<file path="src/rtl/arith_unit_pipe.sv">
// arith_unit_pipe: registered S1/S2/Cin arithmetic unit with valid/ready handshake, Zero/Negative/Overflow flags
// and an optional running accumulator enabled by defining ARITH_UNIT_ACC_EN.
module arith_unit_pipe #(
   parameter int WIDTH = 4
) (
   input  logic             clk,
   input  logic             rst_n,
   input  logic [WIDTH-1:0] A,
   input  logic [WIDTH-1:0] B,
   input  logic             S1,
   input  logic             S2,
   input  logic             Cin,
   input  logic             acc_sel,
   input  logic             acc_clr,
   input  logic             in_valid,
   output logic             in_ready,
   output logic             out_valid,
   input  logic             out_ready,
   output logic [WIDTH-1:0] F,
   output logic             Cout,
   output logic             Zero,
   output logic             Negative,
   output logic             Overflow,
   output logic [WIDTH-1:0] ACC
);
   logic [WIDTH-1:0] p, x, y, acc;
   logic [WIDTH:0]   sum;
   logic             ovf, in_fire;
   assign in_ready = !out_valid || out_ready;
   assign in_fire  = in_valid && in_ready;
`ifdef ARITH_UNIT_ACC_EN
   assign p = acc_sel ? (acc_clr ? '0 : acc) : A;
   // accumulator follows each accepted result; a clear is ignored while the output is stalled
   always_ff @(posedge clk or negedge rst_n)
      if (!rst_n) acc <= '0;
      else if (in_fire) acc <= sum[WIDTH-1:0];
      else if (acc_clr && in_ready) acc <= '0;
`else
   logic unused_acc_ctl;
   assign unused_acc_ctl = acc_sel ^ acc_clr;
   assign p   = A;
   assign acc = '0;
`endif
   assign x   = S1 ? (S2 ? '0 : ~p) : p;
   assign y   = S2 ? ~B : B;
   assign sum = {1'b0, x} + {1'b0, y} + {{WIDTH{1'b0}}, Cin};
   assign ovf = (x[WIDTH-1] == y[WIDTH-1]) && (sum[WIDTH-1] != x[WIDTH-1]);
   // single output register: loads on accept, drops valid once the consumer takes it
   always_ff @(posedge clk or negedge rst_n)
      if (!rst_n) begin
         F         <= '0;
         Cout      <= 1'b0;
         Overflow  <= 1'b0;
         out_valid <= 1'b0;
      end else if (in_fire) begin
         F         <= sum[WIDTH-1:0];
         Cout      <= sum[WIDTH];
         Overflow  <= ovf;
         out_valid <= 1'b1;
      end else if (out_ready) begin
         out_valid <= 1'b0;
      end
   assign Zero     = ~|F;
   assign Negative = F[WIDTH-1];
   assign ACC      = acc;
endmodule

</file>
<file path="config.mk">
export PLATFORM = sky130hd
export DESIGN_NAME = arith_unit_pipe
export DESIGN_NICKNAME = d
export VERILOG_FILES = /design/src/rtl/arith_unit_pipe.sv
export SDC_FILE = /design/constraint.sdc
export NUM_CORES = 1
export LEC_CHECK = 0
export CORE_MARGIN = 2
export CORE_UTILIZATION = 40
export CTS_CLUSTER_SIZE = 10
export DETAILED_ROUTE_END_ITERATION = 8
export HOLD_SLACK_MARGIN = 0.08
export PLACE_DENSITY = 0.85
export SLEW_MARGIN = 5
export SYNTH_ARGS = -nofsm -noshare
export SYNTH_HDL_FRONTEND = slang
export SYNTH_SLANG_ARGS = --single-unit
</file>
<file path="constraint.sdc">
create_clock -name clk -period 1.9 [get_ports clk]
set_input_delay 0.38 -clock clk [delete_from_list [all_inputs] [get_ports clk]]
set_output_delay 0.38 -clock clk [all_outputs]
set_load 0.01 [all_outputs]
</file>
==> results of run 1 <==
-- worst register-to-register path, cell delays in order, from the launching register on --
cell	delay, ps
dfrtp_1	380
nand2b_1	90
buf_4	110
nand2_1	210
o31ai_2	270
-- worst paths after layout --
check	end	from	slack (ps)	cells past startpoint
min in group clk	Overflow	Overflow	480	2
min reg2reg	Overflow	Overflow	480	2
min	F[3]	rst_n	380	1
max	Cout	A[0]	80	8
max in group asynchronous	out_valid	rst_n	1290	1
max reg2reg	Overflow	out_valid	770	4
-- placed cells by master (no fill, tap or decap), drive strengths merged, types with 4 or more instances in the layout --
cell / netlist / layout
clkdlybuf4s50: 0 / 18
buf: 6 / 10
nand2: 8 / 8
dfrtp: 7 / 7
o21ai: 6 / 6
inv: 4 / 4
xor2: 4 / 4
conb: 1 / 4
clkbuf: 1 / 4
-- kinds of logic (layout without fill, tap and decap cells) --
kind of cell    count (synthesis)  in the layout  share of synthesized area, %
simple gates                   12             12                          11.1
buf+inv                        11             40                          11.9
compound gates                 10             10                          11.3
xor+xnor                        7              7                          10.8
flops                           7              7                          31.0
fa+ha+maj                       5              5                          13.7
mux                             4              4                          9.51
other cells                     1              4                         0.663
-- synth_stat cells, drive strengths merged --
cell type  number  share of area [%]
a21o            1                1.3
o21ai           6                6.0
o31ai           1                2.2
xor2            4                6.2
ha              3                6.6
mux2            1                2.0
conb            1               0.66
buf             6                8.6
nand2           8                5.3
a21oi           2                1.8
clkbuf          1               0.66
dfrtp           7                 31
xnor2           3                4.6
nor4            1                1.1
inv             4                2.7
nand2b          3                4.6
mux2i           3                7.5
fa              2                7.1
-- per-layer routing --
metal	GRT usage, %	share of wire, %	up-vias
met3	3.48	9.1	5
li1	-	-	240
met2	28.4	56	27
met4	7.74	2.3	0
met5	0	0	-
met1	11.3	33	203
-- final cells by class --
type                            count  area, µm²
Timing Repair Buffer               32        293
Tap cell                           15       18.8
Fill cell                         116        439
Inverter                            4       15.0
Multi-Input combinational cell     42        350
Clock buffer                        4       26.3
Sequential cell                     7        175
-- power breakdown --
part / leakage [nW] / internal [mW] / total [mW] / switching [mW]
registers: 0.0860 / 0.184 / 0.208 / 0.0244
logic: 0.335 / 0.179 / 0.308 / 0.129
clock network: 0.0150 / 0.0798 / 0.129 / 0.0495
-- registers in the layout, summed over array words and instances, names as in the netlist --
name,cells
Overflow,1
Cout,1
F,4
out_valid,1
-- through the flow --
step,setup TNS [ps],util (%),area (µm²),total power [mW],setup WS [ps]
detailed placement,-2670,64.4,848,0.524,-570
CTS,0,66.3,873,0.654,11.2
finish,0,66.7,878,0.645,78.4
global route,0,66.7,878,0.689,0.560
floorplan,-228,-,582,0.368,-118
global placement,-2390,64.4,848,0.512,-519
-- repair_timing --
| action | in CTS | in global routing |
|---|---|---|
| resized for setup | 13 | 2 |
| setup endpoints to repair | 5 | 4 |
| pin swaps | 4 | 2 |
==> out/metrics.csv, run 1 <==
metric,value,unit
path_clk_slew,50,ps
ys_ff_latch,7,
hold_violations,0,
ios,31,
max_freq,549,MHz
place_inst,100,
critPathLaunchType,primary input,
fp.coreArea,1320,µm²
grt_max_degree,13,
first_pass_iters,2,
ys_types,22,
grt_pass1_vias,462,
cp_top_family,adder cells,
wl_per_cell,10.3,µm
yosysSeqAreaShare,31.0,%
cp_max_fo,2,
max_stage_delay,370,ps
antenna_found_initial,0,
p_leak,0.436,nW
diodes,0,
synth_area,566,µm²
totalWireLength,1070,µm
rsz0062_at_grt,no,
synth_area_per_cell,9.92,µm²
drt-initial-drc-count,3,
antenna_left,0,
drive_gt1_share,23.6,%
die_width,41.6,µm
final_nets,112,
p_per_area,735,nW/µm²
ir_drop,0.000360,V
endpoint_kind,flop,
cts_tree,yes,
min-delay-path-class,in -> async,
fin_crit,1820,ps
start_util,42.9,%
drc,0,
clk_latency,250,ps
cts_buffers,3,
rows,13,
finalNonFillerCells,104,
via_count,475,
clockBufferDepth,2,
post-route-period-util,95.9,%
grt.total_usage,13.9,%
skew,3.73,ps
gp_congestion,0.750,
synthCells,57,
setup-violations-final,0,
slowest_stage,fa_2,
dp_hpwl,934,µm
worstPathArrival,1990,ps
via_per_inst,4.57,
hold_slack,384,ps
cp.buffers_inverters,2,
path_common_cell,fa_2,
grt_overflow,0,
die_h,41.6,µm
htree_levels,1,
cp.required,2070,ps
cts_setup_buffers,0,
port_buffers,24,
ys_warn_count,0,
cts.hold.buffers_added,0,
cts.sinks,7,
fp.dieArea,1730,µm²
cap_viol_max_count,0,
status,"finished, final reports clean",
drv_slew,0,
ctsRootBufferMaster,clkbuf_4,
worstSetupPathType,in -> reg,
syn_to_final_growth,55.3,%
grt_pass1_wl,1800,µm
path_cells,dlygate4sd2_1 > mux2_4 > fa_2 > fa_2 > inv_1 > a21o_1 > a21oi_1 > o21ai_1,
(Power assumes the default switching activity.)
==> inputs of run 2 (changes only) <==
--- a/config.mk
+++ b/config.mk
@@ -5,12 +5,14 @@
 export SDC_FILE = /design/constraint.sdc
 export NUM_CORES = 1
 export LEC_CHECK = 0
-export CORE_MARGIN = 2
+export CORE_MARGIN = 10
 export CORE_UTILIZATION = 40
 export CTS_CLUSTER_SIZE = 10
 export DETAILED_ROUTE_END_ITERATION = 8
+export GPL_ROUTABILITY_DRIVEN = 0
 export HOLD_SLACK_MARGIN = 0.08
 export PLACE_DENSITY = 0.85
+export RECOVER_POWER = 100
 export SLEW_MARGIN = 5
 export SYNTH_ARGS = -nofsm -noshare
 export SYNTH_HDL_FRONTEND = slang
==> out/metrics.csv, run 2 (synthesized netlist as in run 1, its figures left out) <==
metric,value,unit,change
diodes,0,,unchanged
ir_drop,0.000371,V,was 0.000360 V
drt-initial-drc-count,1,,was 3
rr_worst_depth,5,,was 4
clockBufferDepth,2,,unchanged
port_buffers,24,,unchanged
die_width,57.6,µm,was 41.6 µm
grt.total_usage,8.72,%,was 13.9%
rrSetupSlack,770,ps,about the same
worst_r2r_startpoint,out_valid,,unchanged
p_leak,0.414,nW,was 0.436 nW
first_pass_iters,2,,unchanged
fin_crit,1860,ps,was 1820 ps
grt_use_met3,3.32,%,was 3.48%
fin_util,65.6,%,was 66.7%
place_inst,100,,unchanged
fp.dieArea,3320,µm²,was 1730 µm²
path_clk_slew,50,ps,about the same
ctsRootBufferMaster,clkbuf_4,,unchanged
grt_pass1_vias,547,,was 462
met2_usage,13.8,%,was 28.4%
via_per_inst,4.67,,was 4.57
via_count,486,,was 475
hold_violations,0,,unchanged
htree_levels,1,,unchanged
largest_reg_flops,4,,unchanged
cp-startpoint,out_ready,,was A[0]
use_met1,8.58,%,was 11.3%
ios,31,,unchanged
status,"finished, final reports clean",,unchanged
fp.coreArea,1320,µm²,unchanged
cts.sinks,7,,unchanged
rows,13,,unchanged
worstSetupPathType,in -> out,,was in -> reg
final_common_cell,clkdlybuf4s50_1,,unchanged
n_fill_cell,106,,was 116
cts_buffers,3,,unchanged
antenna_found_initial,0,,unchanged
start_util,42.9,%,unchanged
grt_max_degree,13,,unchanged
cts.hold.buffers_added,0,,unchanged
worstPathArrival,1480,ps,was 1990 ps
max_freq,537,MHz,was 549 MHz
skew,0.500,ps,was 3.73 ps
critPathLaunchType,primary input,,unchanged
drc,0,,unchanged
rsz0062_at_grt,yes,,was no
final_nets,112,,unchanged
min-delay-path-class,in -> async,,unchanged
setup-violations-final,0,,unchanged
clk_latency,250,ps,about the same
syn_to_final_growth,52.9,%,was 55.3%
rr_endpoint,F[3],,was Overflow
grt_overflow,0,,unchanged
die_h,57.6,µm,was 41.6 µm
cp_max_fo,2,,unchanged
wl_per_cell,12.6,µm,was 10.3 µm
final_cell_mix,"clkdlybuf4s50_1 (11), dlygate4sd3_1 (9), nand2_1 (8), buf_4 (8), dfrtp_1 (7)",,"was clkdlybuf4s50_1 (18), nand2_1 (8), buf_4 (8)"
antenna_left,0,,unchanged
finalNonFillerCells,104,,unchanged
dpl-instance-area,848,µm²,unchanged
cap_viol_max_count,0,,unchanged
endpoint_kind,output port,,was flop
post-route-period-util,98.0,%,was 95.9%
fin_total_pwr,637,µW,was 645 µW
design_area,865,µm²,was 878 µm²
cts_tree,yes,,unchanged
grt_pass1_wl,2290,µm,was 1800 µm
p_per_area,737,nW/µm²,was 735 nW/µm²
grt_busiest_layer,met2,,unchanged
dp_hpwl,1160,µm,was 934 µm
drive_gt1_share,24.7,%,was 23.6%
cp.required,1520,ps,was 2070 ps
totalWireLength,1310,µm,was 1070 µm
drv_slew,0,,unchanged
regMostFlops,F,,unchanged
## run 2: changes by cell type in the layout (fill, tap and decap cells not counted), sizes merged
cell	change
dlygate4sd3	+9
clkdlybuf4s50	-7
dlymetal6s2s	-2
clkbuf	+1
dlygate4sd2	-1
## run 2: per-stage QoR
| stage | TNS, ps | hold WS [ps] | setup WS (ps) |
|---|---|---|---|
| global route | -4.50 | 482 | -4.50 |
| CTS | 0 | 392 | 3.06 |
| floorplan | -228 | 84.4 | -118 |
| global placement | -2370 | 472 | -516 |
| finish | 0 | 457 | 37.4 |
| detailed placement | -2660 | 475 | -571 |
## run 2: how the worst max path moves through the flow
stage / to / slack (ps) / depth (start not counted)
floorplan: Cout / -120 / 9
global placement: Cout / -520 / 9
detailed placement: Cout / -570 / 9
CTS: Cout / 3 / 9
global route: Cout / -5 / 8
finish: in_ready / 40 / 3
## run 2: timing repair
action | 4_1_cts | 5_1_grt
endpoints found under the hold margin | 0 | 0
pin swaps | 4 | 2
resized for setup | 11 | 3
endpoints found under the setup margin | 5 | 4
buffers inserted | 0 | 0
## run 2: area by class of cell
| cell class | count | area, µm² | area share (%) |
|---|---|---|---|
| multi-input cells | 42 | 347 | 40.1 |
| flip-flops and latches | 7 | 175 | 20.3 |
| clock buffers | 4 | 26.3 | 3.04 |
| repair buffers | 32 | 283 | 32.7 |
| well taps | 15 | 18.8 | 2.17 |
| inverters | 4 | 15.0 | 1.74 |
## run 2: critical path, cell delays in order
cell and delay, ps:
clkdlybuf4s50_1 450, nand2b_1 120, clkdlybuf4s50_1 540
## run 2: layer usage
metal  part of all wire (%)  wire [µm]
met5                      0          0
met1                     41        534
met2                     46        599
met4                    2.1         27
met3                     11        148
## run 2: power by group
part / total (mW) / switching (mW) / internal, mW
Sequential: 0.205 / 0.0218 / 0.183
Clock: 0.139 / 0.0587 / 0.0804
Combinational: 0.293 / 0.134 / 0.160
Total: 0.637 / 0.214 / 0.423
==> inputs of run 3 (changes only) <==
--- a/config.mk
+++ b/config.mk
@@ -5,6 +5,7 @@
 export SDC_FILE = /design/constraint.sdc
 export NUM_CORES = 1
 export LEC_CHECK = 0
+export CAP_MARGIN = 20
 export CORE_MARGIN = 10
 export CORE_UTILIZATION = 40
 export CTS_CLUSTER_SIZE = 10
==> results of run 3 <==
Same layout as run 2: the final DEF is identical, and so are final timing and power.
==> RTL edit 1: new RTL, config.mk and constraints of run 2 <==
The option `ARITH_UNIT_ACC_EN` is turned on by a define.
--- a/src/rtl/arith_unit_pipe.sv
+++ b/src/rtl/arith_unit_pipe.sv
@@ -1,5 +1,7 @@
 // arith_unit_pipe: registered S1/S2/Cin arithmetic unit with valid/ready handshake, Zero/Negative/Overflow flags
 // and an optional running accumulator enabled by defining ARITH_UNIT_ACC_EN.
+`define ARITH_UNIT_ACC_EN
+
 module arith_unit_pipe #(
    parameter int WIDTH = 4
 ) (
Behaviour: not the same (a bounded check fails within 4 cycles, from zero or initial values and one cycle with rst_n low).
==> RTL edit 1 against run 2 <==
  * The run now ends with setup timing left
  * Combinational power increased by 100%
  * Worst setup slack got worse by 0.067 ns
  * Wire length is 74% higher
  * Via count up 51%
  * Total power increased by 72%
  * Critical path type is now reg -> reg
  * Design area grew 53%
  * Fmax fell by 3.5%
  * Register-to-register slack got worse by 0.80 ns
  * Area after synthesis grew 33%
  * Hold slack better by 0.052 ns
  * Sequential cell count up 4
  * Core utilization up 10 points
  * First-iteration DRC count grew to 16 times the old value
  * Critical endpoint is now Overflow$_DFFE_PN0P_
==> RTL edit 1: results (changes against run 2) <==
yosys:
  synth_top_area_share_pct: 36.73  # was 30.97%
  synth_common_cells: "nand2_1 (14), dfrtp_1 (11), o21ai_0 (8)"  # was nand2_1 (8), dfrtp_1 (7), buf_4 (5), o21ai_0 (5)
  seq_area_frac_synth_pct: 36.73  # was 30.97%
  syn-num-nets: 102
  avgSynthCellArea_sq_um: 9.368  # was 9.922 sq um
  ys_warn_count: 0  # unchanged
  async_flop_share_pct: 100.0  # unchanged
  synth_area_leaders: "dfrtp_1 (37%), nand2_1 (7.0%), fa_1 (5.3%)"  # was dfrtp_1 (31%), fa_1 (7.1%), buf_4 (6.6%)
  ys_types: 28  # was 22
final_layout:
  drive_gt1_share_pct: 34.92  # was 24.72%
  num-fill-cells: 128  # was 106
cts:
  clk_latency_ns: 0.26
  htree_levels: 1  # unchanged
  cts_hold_buf: 0  # unchanged
  cts_made_buffers: 3  # unchanged
route:
  drt-met1-wl_microns: 862  # was 534 microns
  routed-wl-met2_mm: 1.263  # was 599 microns
  drt-total-wl_mm: 2.279  # was 1.309 mm
  drt_iter0_markers: 16  # was 1
  dr.pass1.iters: 4  # was 2
  routed-wl-met3_microns: 142  # was 148 microns
  vias: 734  # was 486
  routed_via_density: 4.861  # was 4.673
  maxUsedRoutingLayer: "met4"  # unchanged
grt:
  grt_use_total_pct: 11.48  # was 8.725%
  grt_max_degree: 12  # was 13
  grt_pass1_vias: 812  # was 547
  grt_pass1_wl_mm: 3.781  # was 2.290 mm
  antenna_found_initial: 0  # unchanged
run_status:
  outcome: "finished, violations left"  # was complete, no violations
  violations: "setup timing"
worst_setup_path:
  r2r_end: "Overflow$_DFFE_PN0P_"  # was F[3]$_DFFE_PN0P_
  end_kind: "flop"  # was output pin
  reg2reg_from: "ACC[1]$_DFFE_PN0P_"  # was out_valid$_DFFE_PN0P_
  path_delay_family: "compound AO/OA/AOI/OAI gates"  # was buffers and inverters
  crit_arrival_ns: 2.12  # was 1.48 ns
  cp_max_fo: 3  # was 2
  r2r_cells: 7  # was 5
  crit_slowest_cell: "dfrtp_1"  # was clkdlybuf4s50_1
  max_stage_delay_ns: 0.42  # was 0.54 ns
  start_kind: "flop"  # was input pin
sta:
  skew_ns: 0.001825  # was 0.0005001 ns
  worst_slack_ns: -0.02991  # was 0.03742 ns
  setup_violations: 1  # was 0
  timing.hold.ws_ns: 0.5092  # was 0.4574 ns
  tightestPinTransition_ns: 0.4947
  hold_violations: 0  # unchanged
  tns_ns: -0.02991  # was 0 ns
placement:
  dp_hpwl_mm: 1.799  # was 1.159 mm
  post-place-ws_ns: -0.7030  # was -0.5713 ns
  io_buffers: 30  # was 24
  dpl_cell_area_sq_um: 1160  # was 848.3 sq um
  placed_cells: 143  # was 100
power_and_ir_drop:
  leakage_nw: 0.6236  # was 0.4138 nW
  ir_drop_mv: 0.9155  # was 0.3712 mV
  p_int_uw: 710.3  # was 423.4 uW
min_path:
  hold_class: "in -> async"  # unchanged
RTL edit 1: changes by cell type after synthesis, moves of 3 or more:
cell / before / now
dfrtp_1: 7 / 11
nor2b_1: 0 / 4
nand2_1: 8 / 14
a21oi_1: 2 / 7
buf_4: 5 / 1
o21ai_0: 5 / 8
RTL edit 1: final cells by class:
type / count / area, sq um / area share, %
timing repair buffer: 45 / 399.1 / 30.12
multi-input combinational: 62 / 578.1 / 43.63
clock buffer: 4 / 26.28 / 1.983
tap: 25 / 31.28 / 2.361
sequential: 11 / 275.3 / 20.77
inverter: 4 / 15.01 / 1.133
RTL edit 1: per-layer routing:
metal | vias to the layer above | GRT usage, %
met2 | 17 | 21.32
met4 | 0 | 1.366
met3 | 2 | 5.300
met5 | - | 0
met1 | 351 | 11.75
li1 | 364 | -
RTL edit 1: worst reg2reg max path: stages, from the launching register on:
cell and delay, ns:
dfrtp_1 0.42, a21oi_2 0.21, a21oi_1 0.10, ha_1 0.33, nand2_4 0.06, o21ai_4 0.20, or3b_4 0.40, o211ai_2 0.14
RTL edit 1: timing repair:
item	CTS	global route
pin swaps	12	8
endpoints found under the setup margin	10	6
setup buffers	3	1
resized for setup	36	10
RTL edit 1: cells by family after synthesis:
| kind of cell | after synthesis | synth area share (%) |
|---|---|---|
| flops | 11 | 36.73 |
| fa+ha+maj | 5 | 10.35 |
| buf+inv | 7 | 6.010 |
| compound gates | 21 | 17.86 |
| simple gates | 29 | 20.53 |
| xor+xnor | 6 | 7.012 |
| mux | 1 | 1.502 |
RTL edit 1: power by group through the flow:
stage               Combinational, mW  Sequential, mW  Clock (mW)
CTS                             0.562           0.355       0.161
global placement                0.517           0.355           0
floorplan                       0.220           0.380           0
global route                    0.642           0.361       0.183
detailed placement              0.530           0.357           0
finish                          0.592           0.351       0.153
==> RTL edit 2: new RTL, flow settings as in run 2 <==
Made on the original files. Register the output `Overflow` once more, cleared by the reset; this adds one clock of latency there. The other outputs are not delayed to match. Comments in the files are not updated.
--- a/src/rtl/arith_unit_pipe.sv
+++ b/src/rtl/arith_unit_pipe.sv
@@ -23,6 +23,8 @@
    output logic             Overflow,
    output logic [WIDTH-1:0] ACC
 );
+
+   logic Overflow_s0;
    logic [WIDTH-1:0] p, x, y, acc;
    logic [WIDTH:0]   sum;
    logic             ovf, in_fire;
@@ -50,12 +52,12 @@
       if (!rst_n) begin
          F         <= '0;
          Cout      <= 1'b0;
-         Overflow  <= 1'b0;
+         Overflow_s0 <= 1'b0;
          out_valid <= 1'b0;
       end else if (in_fire) begin
          F         <= sum[WIDTH-1:0];
          Cout      <= sum[WIDTH];
-         Overflow  <= ovf;
+         Overflow_s0 <= ovf;
          out_valid <= 1'b1;
       end else if (out_ready) begin
          out_valid <= 1'b0;
@@ -63,5 +65,13 @@
    assign Zero     = ~|F;
    assign Negative = F[WIDTH-1];
    assign ACC      = acc;
+   always_ff @(posedge clk or negedge rst_n) begin
+       if (!rst_n) begin
+           Overflow <= '0;
+       end else begin
+           Overflow <= Overflow_s0;
+       end
+   end
+
 endmodule
 
Function: changed (a bounded check fails within 4 cycles, from zero or initial values and one cycle with rst_n low).
==> RTL edit 2 against run 2 <==
  * Area after synthesis grew 4.4%
  * Wire length grew 0.99%
  * Total power grew 2.5%
  * Final cell count grew 0.96%
  * Clock skew grew 0.00058 ns
  * Synthesized cell count grew 1.8%
  * Design area grew 3.8%
  * Hold slack lost 0.076 ns
  * Worst setup slack gained 0.044 ns
  * Sequential cell count grew 1
==> RTL edit 2: results (changes against run 2) <==
yosys:
  synth_area_leaders: "dfrtp_1 (34%), fa_1 (6.8%), buf_4 (6.4%)"  # was dfrtp_1 (31%), fa_1 (7.1%), buf_4 (6.6%)
  async_flop_share_pct: 100.0  # unchanged
  synth_flop_cell: "dfrtp_1"  # unchanged
  synth_common_cells: "dfrtp_1 (8), nand2_1 (8), buf_4 (5), o21ai_0 (5)"  # was nand2_1 (8), dfrtp_1 (7), buf_4 (5), o21ai_0 (5)
  ys_types: 22  # unchanged
  ys_warn_count: 0  # unchanged
  seq_area_frac_synth_pct: 33.90  # was 30.97%
grt:
  met3_usage_pct: 3.433  # was 3.319%
  use_met2_pct: 12.29  # was 13.80%
  met1_usage_pct: 7.362  # was 8.575%
  grt_use_total_pct: 8.127  # was 8.725%
  grt_pass1_vias: 485  # was 547
  grt_pass1_wl_mm: 2.111  # was 2.290 mm
  antenna_found_initial: 0  # unchanged
  grt_max_degree: 13  # unchanged
worst_setup_path:
  reg2reg_from: "out_valid$_DFFE_PN0P_"  # unchanged
  max_stage_delay_ns: 0.45  # was 0.54 ns
  worstSetupStartpoint: "Cin"  # was out_ready
  crit_slowest_cell: "clkdlybuf4s50_1"  # unchanged
  path_delay_family: "adder cells"  # was buffers and inverters
  cp_max_fo: 2  # unchanged
  crit_arrival_ns: 1.99  # was 1.48 ns
placement:
  dp_hpwl_mm: 1.146  # was 1.159 mm
  post-place-ws_ns: -0.5933  # was -0.5713 ns
  io_buffers: 24  # unchanged
min_path:
  min_from: "Overflow_s0$_DFFE_PN0P_"
  hold_class: "reg -> reg"  # was in -> async
route:
  drt_iter0_markers: 1  # unchanged
  dr.pass1.iters: 2  # unchanged
  avgRoutedWirePerCell_microns: 12.59  # about the same
  drtAntennaViolNets: 0  # unchanged
  vias: 482  # was 486
final_layout:
  largest_reg_flops: 4  # unchanged
  drive_gt1_share_pct: 24.44  # was 24.72%
  num-fill-cells: 112  # was 106
  diodes: 0  # unchanged
  layout.nets: 114  # was 112
  regMostFlops: "F"  # unchanged
sta:
  skew_ns: 0.001077  # was 0.0005001 ns
cts:
  cts_root_buffer: "clkbuf_4"  # unchanged
  cts_hold_buf: 0  # unchanged
  clk_latency_ns: 0.25  # about the same
  htree_levels: 1  # unchanged
  clk_pin_slew_ns: 0.05  # about the same
  cts_made_buffers: 3  # unchanged
  clk_path_buf_depth: 2  # unchanged
power_and_ir_drop:
  leakage_nw: 0.4366  # was 0.4138 nW
  ir_drop_mv: 0.3326  # was 0.3712 mV
run_status:
  outcome: "complete, no violations"  # unchanged
## RTL edit 2: cell count changes after synthesis
cell / delta
dfrtp_1: +1
## RTL edit 2: cells by family after synthesis
family	count (synthesis)	synth area share (%)
AND/OR/NAND/NOR	12	10.59
buffers and inverters	11	11.44
AO/OA/AOI/OAI	10	10.80
flip-flops	8	33.90
XOR/XNOR	7	10.38
adder cells (fa/ha/maj)	5	13.14
multiplexers	4	9.110
other	1	0.6350
## RTL edit 2: layout make-up
| type | count | area share (%) |
|---|---|---|
| Clock buffer | 3 | 2.510 |
| Sequential cell | 8 | 22.32 |
| Timing Repair Buffer | 33 | 32.36 |
| Multi-Input combinational cell | 42 | 39.05 |
| Inverter | 4 | 1.674 |
| Tap cell | 15 | 2.092 |
## RTL edit 2: timing repair
action	4_1_cts	5_1_grt
endpoints found under the setup margin	5	3
resized for setup	15	2
buffers inserted	1	0
endpoints found under the hold margin	0	0
pin swaps	4	3
## RTL edit 2: worst paths after layout
check,endpoint,slack (ns),cells after the start
max,Cout$_DFFE_PN0P_,0.08,8
min,Overflow$_DFF_PN0_,0.38,0
max reg2reg,F[3]$_DFFE_PN0P_,0.77,5
min reg2reg,Overflow$_DFF_PN0_,0.38,0
max in group asynchronous,Overflow$_DFF_PN0_,1.18,1
min in group asynchronous,F[2]$_DFFE_PN0P_,0.47,1
## RTL edit 2: per-stage QoR
stage,instance area (sq um),power (mW),TNS [ns],instances
5_1_grt,897.1,0.7084,0,105
3_3_place_gp,873.3,0.5449,-2.423,101
3_5_place_dp,873.3,0.5568,-2.630,101
6_report,897.1,0.6535,0,105
2_1_floorplan,606.8,0.3958,-0.2278,61
4_1_cts,907.1,0.6935,0,105
## RTL edit 2: worst reg2reg max path: stages, from the launching register on
cell and delay [ns]:
dfrtp_1 0.36, nand2b_1 0.08, clkbuf_4 0.13, nand2_1 0.20, nand2_1 0.13, o21ai_0 0.09
## RTL edit 2: routing by layer
| metal | routed length, microns | part of all wire, % |
|---|---|---|
| met5 | 0 | 0 |
| met4 | 61 | 4.6 |
| met3 | 176 | 13 |
| met2 | 593 | 45 |
| met1 | 492 | 37 |
## RTL edit 2: power by group
group	leakage (nW)	switching, mW	internal, mW
Clock	0.0138	0.0567	0.0722
Combinational	0.324	0.133	0.160
Sequential	0.0991	0.0232	0.209
